<file path="config.mk">
export PLATFORM = sky130hd
export DESIGN_NAME = rr_mux_nx1
export DESIGN_NICKNAME = d
export VERILOG_FILES = /design/src/rtl/rr_mux_nx1.sv
export SDC_FILE = /design/constraint.sdc
export NUM_CORES = 1
export LEC_CHECK = 0
export ABC_CLOCK_PERIOD_IN_PS = 1250
export BUFFER_PORTS_ARGS = -buffer_cell sky130_fd_sc_hd__buf_2
export CAP_MARGIN = 10
export CORE_ASPECT_RATIO = 0.75
export CORE_MARGIN = 1
export CORE_UTILIZATION = 40
export CTS_BUF_LIST = sky130_fd_sc_hd__clkbuf_16
export CTS_CLUSTER_SIZE = 30
export DETAILED_ROUTE_END_ITERATION = 8
export HOLD_SLACK_MARGIN = 0.08
export PLACE_DENSITY = 0.79
export SLEW_MARGIN = 20
export SYNTH_ARGS = -nofsm -noshare
export SYNTH_HDL_FRONTEND = slang
export SYNTH_SLANG_ARGS = --single-unit
</file>
<file path="constraint.sdc">
create_clock -name clk_i -period 1.25 [get_ports clk_i]
set_clock_uncertainty 0.05 [all_clocks]
set_input_delay 0.1875 -clock clk_i [delete_from_list [all_inputs] [get_ports clk_i]]
set_output_delay 0.1875 -clock clk_i [all_outputs]
set_load 0.01 [all_outputs]
</file>
<file path="src/rtl/rr_mux_nx1.sv">
// rr_mux_nx1: N-input valid/ready multiplexer with a registered output stage.
// Define RR_MUX_ROUND_ROBIN_EN for round-robin arbitration; without it the lowest-index valid channel wins.
`timescale 1ns/1ps

module rr_mux_nx1 #(
    parameter int N     = 4,
    parameter int WIDTH = 8,
    localparam int SEL_W = $clog2(N)
) (
    input  logic                 clk_i,
    input  logic                 rst_i,
    input  logic [N-1:0]         in_valid_i,
    input  logic [N*WIDTH-1:0]   in_data_i,
    output logic [N-1:0]         in_ready_o,
    output logic                 out_valid_o,
    output logic [WIDTH-1:0]     out_data_o,
    output logic [SEL_W-1:0]     out_sel_o,
    input  logic                 out_ready_i
);

    localparam int               CNT_W       = SEL_W + 1;
    localparam logic [CNT_W-1:0] N_EXT       = CNT_W'(N);
    localparam logic [SEL_W-1:0] LAST_IDX    = SEL_W'(N - 1);
    localparam logic [N-1:0]     ONE_HOT_LSB = {{(N-1){1'b0}}, 1'b1};

    logic                 load_s;
    logic                 xfer_s;
    logic [N-1:0]         grant_s;
    logic [SEL_W-1:0]     grant_idx_s;
    logic                 grant_any_s;
    logic                 hit_s;
    logic [CNT_W-1:0]     cand_s;
    logic [SEL_W-1:0]     ptr_s;
    logic [WIDTH-1:0]     data_mux_s;

    logic                 out_valid_q, out_valid_d;
    logic [WIDTH-1:0]     out_data_q,  out_data_d;
    logic [SEL_W-1:0]     out_sel_q,   out_sel_d;

    // The output register can accept a word when empty or when its word drains this cycle.
    assign load_s = ~out_valid_q | out_ready_i;
    assign xfer_s = grant_any_s & load_s;

    // Search channels starting at the pointer and wrapping modulo N; first valid one wins.
    always_comb begin
        grant_idx_s = '0;
        grant_any_s = 1'b0;
        hit_s       = 1'b0;
        cand_s      = '0;
        for (int k = 0; k < N; k++) begin
            cand_s      = {1'b0, ptr_s} + CNT_W'(k);
            cand_s      = (cand_s >= N_EXT) ? (cand_s - N_EXT) : cand_s;
            hit_s       = ~grant_any_s & in_valid_i[cand_s[SEL_W-1:0]];
            grant_idx_s = hit_s ? cand_s[SEL_W-1:0] : grant_idx_s;
            grant_any_s = grant_any_s | hit_s;
        end
        grant_s = grant_any_s ? (ONE_HOT_LSB << grant_idx_s) : {N{1'b0}};
    end

    assign in_ready_o = grant_s & {N{load_s & ~rst_i}};

    // AND-OR data select driven by the one-hot grant.
    always_comb begin
        data_mux_s = '0;
        for (int k = 0; k < N; k++) begin
            data_mux_s = data_mux_s | (in_data_i[k*WIDTH +: WIDTH] & {WIDTH{grant_s[k]}});
        end
    end

    // Output register next state: load on transfer, clear valid on a bare drain, otherwise hold.
    always_comb begin
        out_valid_d = out_valid_q;
        out_data_d  = out_data_q;
        out_sel_d   = out_sel_q;
        if (xfer_s) begin
            out_valid_d = 1'b1;
            out_data_d  = data_mux_s;
            out_sel_d   = grant_idx_s;
        end else if (out_valid_q && out_ready_i) begin
            out_valid_d = 1'b0;
        end else begin
            out_valid_d = out_valid_q;
        end
    end

    // Output register with asynchronous reset.
    always_ff @(posedge clk_i or posedge rst_i) begin
        if (rst_i) begin
            out_valid_q <= 1'b0;
            out_data_q  <= '0;
            out_sel_q   <= '0;
        end else begin
            out_valid_q <= out_valid_d;
            out_data_q  <= out_data_d;
            out_sel_q   <= out_sel_d;
        end
    end

`ifdef RR_MUX_ROUND_ROBIN_EN
    logic [SEL_W-1:0] ptr_q, ptr_d;

    // Pointer moves one past the granted channel, wrapping at N-1 rather than at 2^SEL_W.
    always_comb begin
        ptr_d = ptr_q;
        if (xfer_s) begin
            ptr_d = (grant_idx_s == LAST_IDX) ? {SEL_W{1'b0}} : (grant_idx_s + SEL_W'(1));
        end else begin
            ptr_d = ptr_q;
        end
    end

    // Round-robin pointer register.
    always_ff @(posedge clk_i or posedge rst_i) begin
        if (rst_i) begin
            ptr_q <= '0;
        end else begin
            ptr_q <= ptr_d;
        end
    end

    assign ptr_s = ptr_q;
`else
    assign ptr_s = {SEL_W{1'b0}};
`endif

    assign out_valid_o = out_valid_q;
    assign out_data_o  = out_data_q;
    assign out_sel_o   = out_sel_q;

`ifndef SYNTHESIS
    rr_mux_nx1_chk #(
        .N     (N),
        .WIDTH (WIDTH)
    ) u_chk (
        .clk_i       (clk_i),
        .rst_i       (rst_i),
        .in_valid_i  (in_valid_i),
        .in_data_i   (in_data_i),
        .in_ready_i  (in_ready_o),
        .out_valid_i (out_valid_o),
        .out_data_i  (out_data_o),
        .out_sel_i   (out_sel_o),
        .out_ready_i (out_ready_i)
    );
`endif

endmodule

// Protocol checker: grant exclusivity, output stall stability and producer hold rules.
module rr_mux_nx1_chk #(
    parameter int N     = 4,
    parameter int WIDTH = 8,
    localparam int SEL_W = $clog2(N)
) (
    input  logic                 clk_i,
    input  logic                 rst_i,
    input  logic [N-1:0]         in_valid_i,
    input  logic [N*WIDTH-1:0]   in_data_i,
    input  logic [N-1:0]         in_ready_i,
    input  logic                 out_valid_i,
    input  logic [WIDTH-1:0]     out_data_i,
    input  logic [SEL_W-1:0]     out_sel_i,
    input  logic                 out_ready_i
);

    localparam logic [SEL_W-1:0] LAST_IDX = SEL_W'(N - 1);

    a_ready_onehot: assert property (@(posedge clk_i) $onehot0(in_ready_i));

    a_ready_in_reset: assert property (@(posedge clk_i) rst_i |-> (in_ready_i == {N{1'b0}}));

    a_sel_range: assert property (@(posedge clk_i) disable iff (rst_i) out_sel_i <= LAST_IDX);

    a_stall_hold: assert property (@(posedge clk_i) disable iff (rst_i)
        (out_valid_i && !out_ready_i) |=> (out_valid_i && $stable(out_data_i) && $stable(out_sel_i)));

    a_no_ready_on_stall: assert property (@(posedge clk_i) disable iff (rst_i)
        (out_valid_i && !out_ready_i) |-> (in_ready_i == {N{1'b0}}));

    for (genvar g = 0; g < N; g++) begin : g_hold
        a_producer_hold: assert property (@(posedge clk_i) disable iff (rst_i)
            (in_valid_i[g] && !in_ready_i[g]) |=>
            (in_valid_i[g] && $stable(in_data_i[g*WIDTH +: WIDTH])));
    end

endmodule

</file>
Yosys cells after proc, flatten, opt, wreduce, memory -nomap -nowiden
Cells that the tools add are included.
- bits in registers: 11
- shift-type cells: 1
- bitwise logic cells: 22
- reduce and logical (&&, ||, !) cells: 2
- muxes and demuxes: 6
- operator list (operator ; count):
    bitwise AND 8 bit ; 4
    bitwise OR 8 bit ; 3
    bitwise AND 1 bit ; 5
    NOT 1 bit ; 5
    bitwise AND 4 bit ; 1
    two-way mux 2 bit ; 2
    two-way mux 4 bit ; 1
    bitwise OR 1 bit ; 4
    left shift 1 x 2 -> 4 bit (first input constant) ; 1
    two-way mux 1 bit ; 3
    nonzero test 2 bit ; 1
    logical AND 1 bit ; 1

Longest topological paths before layout
- word-level depth: 15
- mapped depth: 5
- depth with buffers taken out: 3

Worst setup path before layout
OpenSTA, ideal clock, no wires.
- path type: input port to flip-flop
- from: input port in_valid_i[0]
- to: register out_sel_q[1] (netlist: out_sel_o[1])
- stages: 5
- setup time: 0.121 ns
- arrival: 1.287 ns
- slack: -0.208 ns
- path through: or4_1 > buf_2 > and2_4 > buf_6 > o22a_1
- cells in the longest elaborated chain, start to end: 10
- elaborated cells on any way between the ends: 12
- those cells by class: mux (2); bitwise (10)
- ends and longest elaborated chain (element ; line ; source):
    start, declared ; 12 ; input logic [N-1:0] in_valid_i,
    NOT 1 bit ; 53 ; hit_s = ~grant_any_s & in_valid_i[cand_s[SEL_W-1:0]];
    bitwise AND 1 bit ; 53 ;
    bitwise OR 1 bit * ; 55 ; grant_any_s = grant_any_s | hit_s;
    NOT 1 bit ; 53 ;
    bitwise AND 1 bit ; 53 ;
    bitwise OR 1 bit ; 55 ;
    NOT 1 bit ; 53 ;
    bitwise AND 1 bit ; 53 ;
    bitwise OR 1 bit ; 55 ;
    bitwise AND 1 bit ; 42 ; assign xfer_s = grant_any_s & load_s;
    end signal, assigned ; 95 ; out_sel_q <= out_sel_d;
    end, declared ; 38 ; logic [SEL_W-1:0] out_sel_q, out_sel_d;
Every way passes the cells marked *; elsewhere a longest branch is shown, timed or not.
A chain may end at the register's enable or synchronous reset.

Final worst setup path
- from: register out_valid_q (netlist: out_valid_o)
- to: output port in_ready_o[1]
- cells in the longest elaborated chain, start to end: 4
- ends and longest elaborated chain (element ; line ; source):
    start, declared ; 36 ; logic out_valid_q, out_valid_d;
    start signal, assigned ; 93 ; out_valid_q <= out_valid_d;
    NOT 1 bit ; 41 ; assign load_s = ~out_valid_q | out_ready_i;
    bitwise OR 1 bit ; 41 ;
    bitwise AND 1 bit ; 60 ; assign in_ready_o = grant_s & {N{load_s & ~rst_i}};
    bitwise AND 4 bit ; 60 ;
    end, declared ; 14 ; output logic [N-1:0] in_ready_o,
Every way passes these cells.

==> results.md <==
* Run status: finished, violations left
* Failing checks: negative setup slack
* Clock Latency Late Sink at around 0.24 ns
* Via density at approximately 5.3
* Post-DP HPWL at ~1.8 mm
* Global Route Usage Sum at 0.245
* WS Path Type: flop to output pin
* Final wirelength at 2.43 mm
* Crit. End Element: output pin
* YS warnings at 0
* Buf/Inv on CP at 1
* GRT overflow at 0
* Die ar. at 0.00207 sq mm
* Pleak at between 0.6 and 0.7 nW
* Commonest non-fill, non-tap cells in the layout: buf_2 (53), a21oi_1 (17), inv_1 (11), dfrtp_1 (11)
* Inserted Clock Buffers at 3
* Crit share post-route at 1.09
* Initial cell density of the core at 0.430
* Layout area overhead at 66.7%
* Vias at 954
* Largest net degree at the start of global routing at 17
* Final Instance Area at 0.00126 sq mm
* Mapped Area at 756 sq um
* Max VDD drop at about 0.88 mV
* GP Congestion at 0.813
* Clock buffer depth at 2
* Clock sink count at 11
* Routed Antenna Nets at 0
* # Max-Cap Violations at 0
* Hold Crit Class: input pin to flop
* DR iter-0 viols at 27
* Worst path max stage delay at 0.38 ns
* Die span in x at 52.2 um
* Post-DP Area at 0.00111 sq mm
* Synthesized flop and latch total at 11
* RSZ-0062 raised after global routing: true
* I/O Buffers at 53
* Yosys cell types at 20
* Die H at roughly 40 um
* Maximum fanout along the worst path at 3
* CP required at ~1.0 ns
* Pre-CTS setup slack at -0.147 ns
* Nets at roughly 200
* Share of cells above drive strength 1 at 0.481
* # IOs at 54
* Final worst setup slack at -0.112 ns
* Max Slew Vio Count at 0
* Tmin final at 1.36 ns
* Pwr per Cell Area at between 1000 and 1500 mW/mm^2
* Relative slew slack at 0.867
* Residual DRC at 0
* Maximum clock rate at about 730 MHz
* Fin. Hold Viols at 0
* CP delay by family, top: flip-flops
* FP Rows at 13
* Commonest non-fill, non-tap cell in the layout: buf_2
* Global-route wire length before repair at 3.52 mm
* Core Area at approximately 0.0018 sq mm
* Average cell area after synthesis at 8.04 sq um
* Final Util at 0.717
* Critical path, cell by cell: nor2b_4 > nor4b_2 > buf_2
* CTS tree: yes
* Routed wire length per instance at around 14 um
* Worst Path Arrival at between 1 and 1.5 ns
* Vias in the first global route at 837
* Root Driver: clkbuf_16
* Initial DRT Pass Iterations at 4
* Post-synthesis sequential area ratio at 0.364
* # fillers at roughly 140
* CTS clk-pin slew, worst paths at 0.04 ns
* Slowest cell on crit path: dfrtp_1
* Antenna diodes at 0
* Gate Count Post-Synth at 94
* Antenna violations before repair at 0
* Final setup viols at 4
* CTS H-tree lvls at 1
* Syn Nets at approximately 130
* Worst setup SP type: flop
* Slew @ Worst Pin at 0.199 ns
[per-layer routing]
layer  vias to the layer above  track usage  share of wire
li1                        465            -              -
met2                        59        0.404           0.45
met1                       428        0.330           0.44
met4                         0       0.0987         0.0086
met3                         2       0.0233          0.091
met5                         -            0              0
[synthesized netlist by cell type]
cell,n,area share
o22a_1,2,0.023
nor3_1,1,0.0066
inv_1,10,0.050
nand3b_1,8,0.079
nor4b_2,1,0.020
nor2_1,3,0.015
dfrtp_1,11,0.36
buf_2,1,0.0066
nand2_1,9,0.045
nor2b_1,1,0.0083
a22o_1,8,0.093
and3_1,2,0.017
buf_6,1,0.015
a21oi_1,17,0.11
nand2b_1,2,0.017
a31oi_1,8,0.066
or4_1,1,0.0099
clkbuf_1,6,0.030
nor4b_1,1,0.012
and2_4,1,0.012
[metrics by stage]
stage,total power [mW],hold WS [ns],std cells,TNS [ns]
5_1_grt,1.41,0.163,180,-0.504
3_5_place_dp,0.743,0.0685,171,-1.34
4_1_cts,1.33,0.158,178,-0.303
2_1_floorplan,0.588,0.000234,94,-0.778
3_3_place_gp,0.733,0.0623,171,-1.12
6_report,1.35,0.159,180,-0.278
[tightest hold or removal path: cells and delay by family]
| family | cells | cell delay, ns |
|---|---|---|
| AND/OR/NAND/NOR | 1 | 0.05 |
| AO/OA/AOI/OAI | 1 | 0.07 |
| buffers and inverters | 1 | 0.10 |
[state kept, by name, summed over array words and instances (netlist names)]
signal and flops:
out_data_o 8, out_sel_o 2, out_valid_o 1
[what timing repair did]
item,4_1_cts,5_1_grt
pin swaps,1,5
hold buffers,1,0
gates cloned,0,1
buffers inserted,2,1
setup endpoints to repair,4,11
gates resized for setup,2,6
hold endpoints to repair,11,0
[path summary, 6_finish.rpt]
check	startpoint	to	slack [ns]	cells past startpoint
min reg2reg	out_sel_o[0]$_DFFE_PP0P_	out_sel_o[0]$_DFFE_PP0P_	0.44	1
max reg2reg	out_valid_o$_DFFE_PP0P_	out_sel_o[1]$_DFFE_PP0P_	0	5
max in group asynchronous	rst_i	out_data_o[4]$_DFFE_PP0P_	0.40	4
max	out_valid_o$_DFFE_PP0P_	in_ready_o[1]	-0.11	3
min in group asynchronous	rst_i	out_data_o[6]$_DFFE_PP0P_	0.39	3
min	in_data_i[31]	out_data_o[7]$_DFFE_PP0P_	0.16	3
[area by class of cell]
cell class / instances / area (sq um) / share of cell area
inverters: 10 / 37.5 / 0.0298
clock inverters: 1 / 3.75 / 0.00298
multi-input cells: 66 / 444 / 0.353
repair buffers: 67 / 397 / 0.315
flip-flops and latches: 11 / 275 / 0.218
well taps: 22 / 27.5 / 0.0218
clock buffers: 3 / 75.1 / 0.0596
[kinds of logic (layout without fill, tap and decap cells)]
logic type,after synthesis,count (layout),share of synthesized area
buffers and inverters,18,81,0.101
and+or+nand+nor,30,31,0.240
AOI/OAI and AO/OA,35,35,0.295
DFF,11,11,0.364
[report_power, final]
group	internal, mW	switching [mW]	leakage [nW]
Combinational	0.178	0.168	0.493
Clock	0.420	0.156	0.0423
Sequential	0.400	0.0233	0.121
Total	0.999	0.347	0.656
Power figures use the tool's default switching activity.
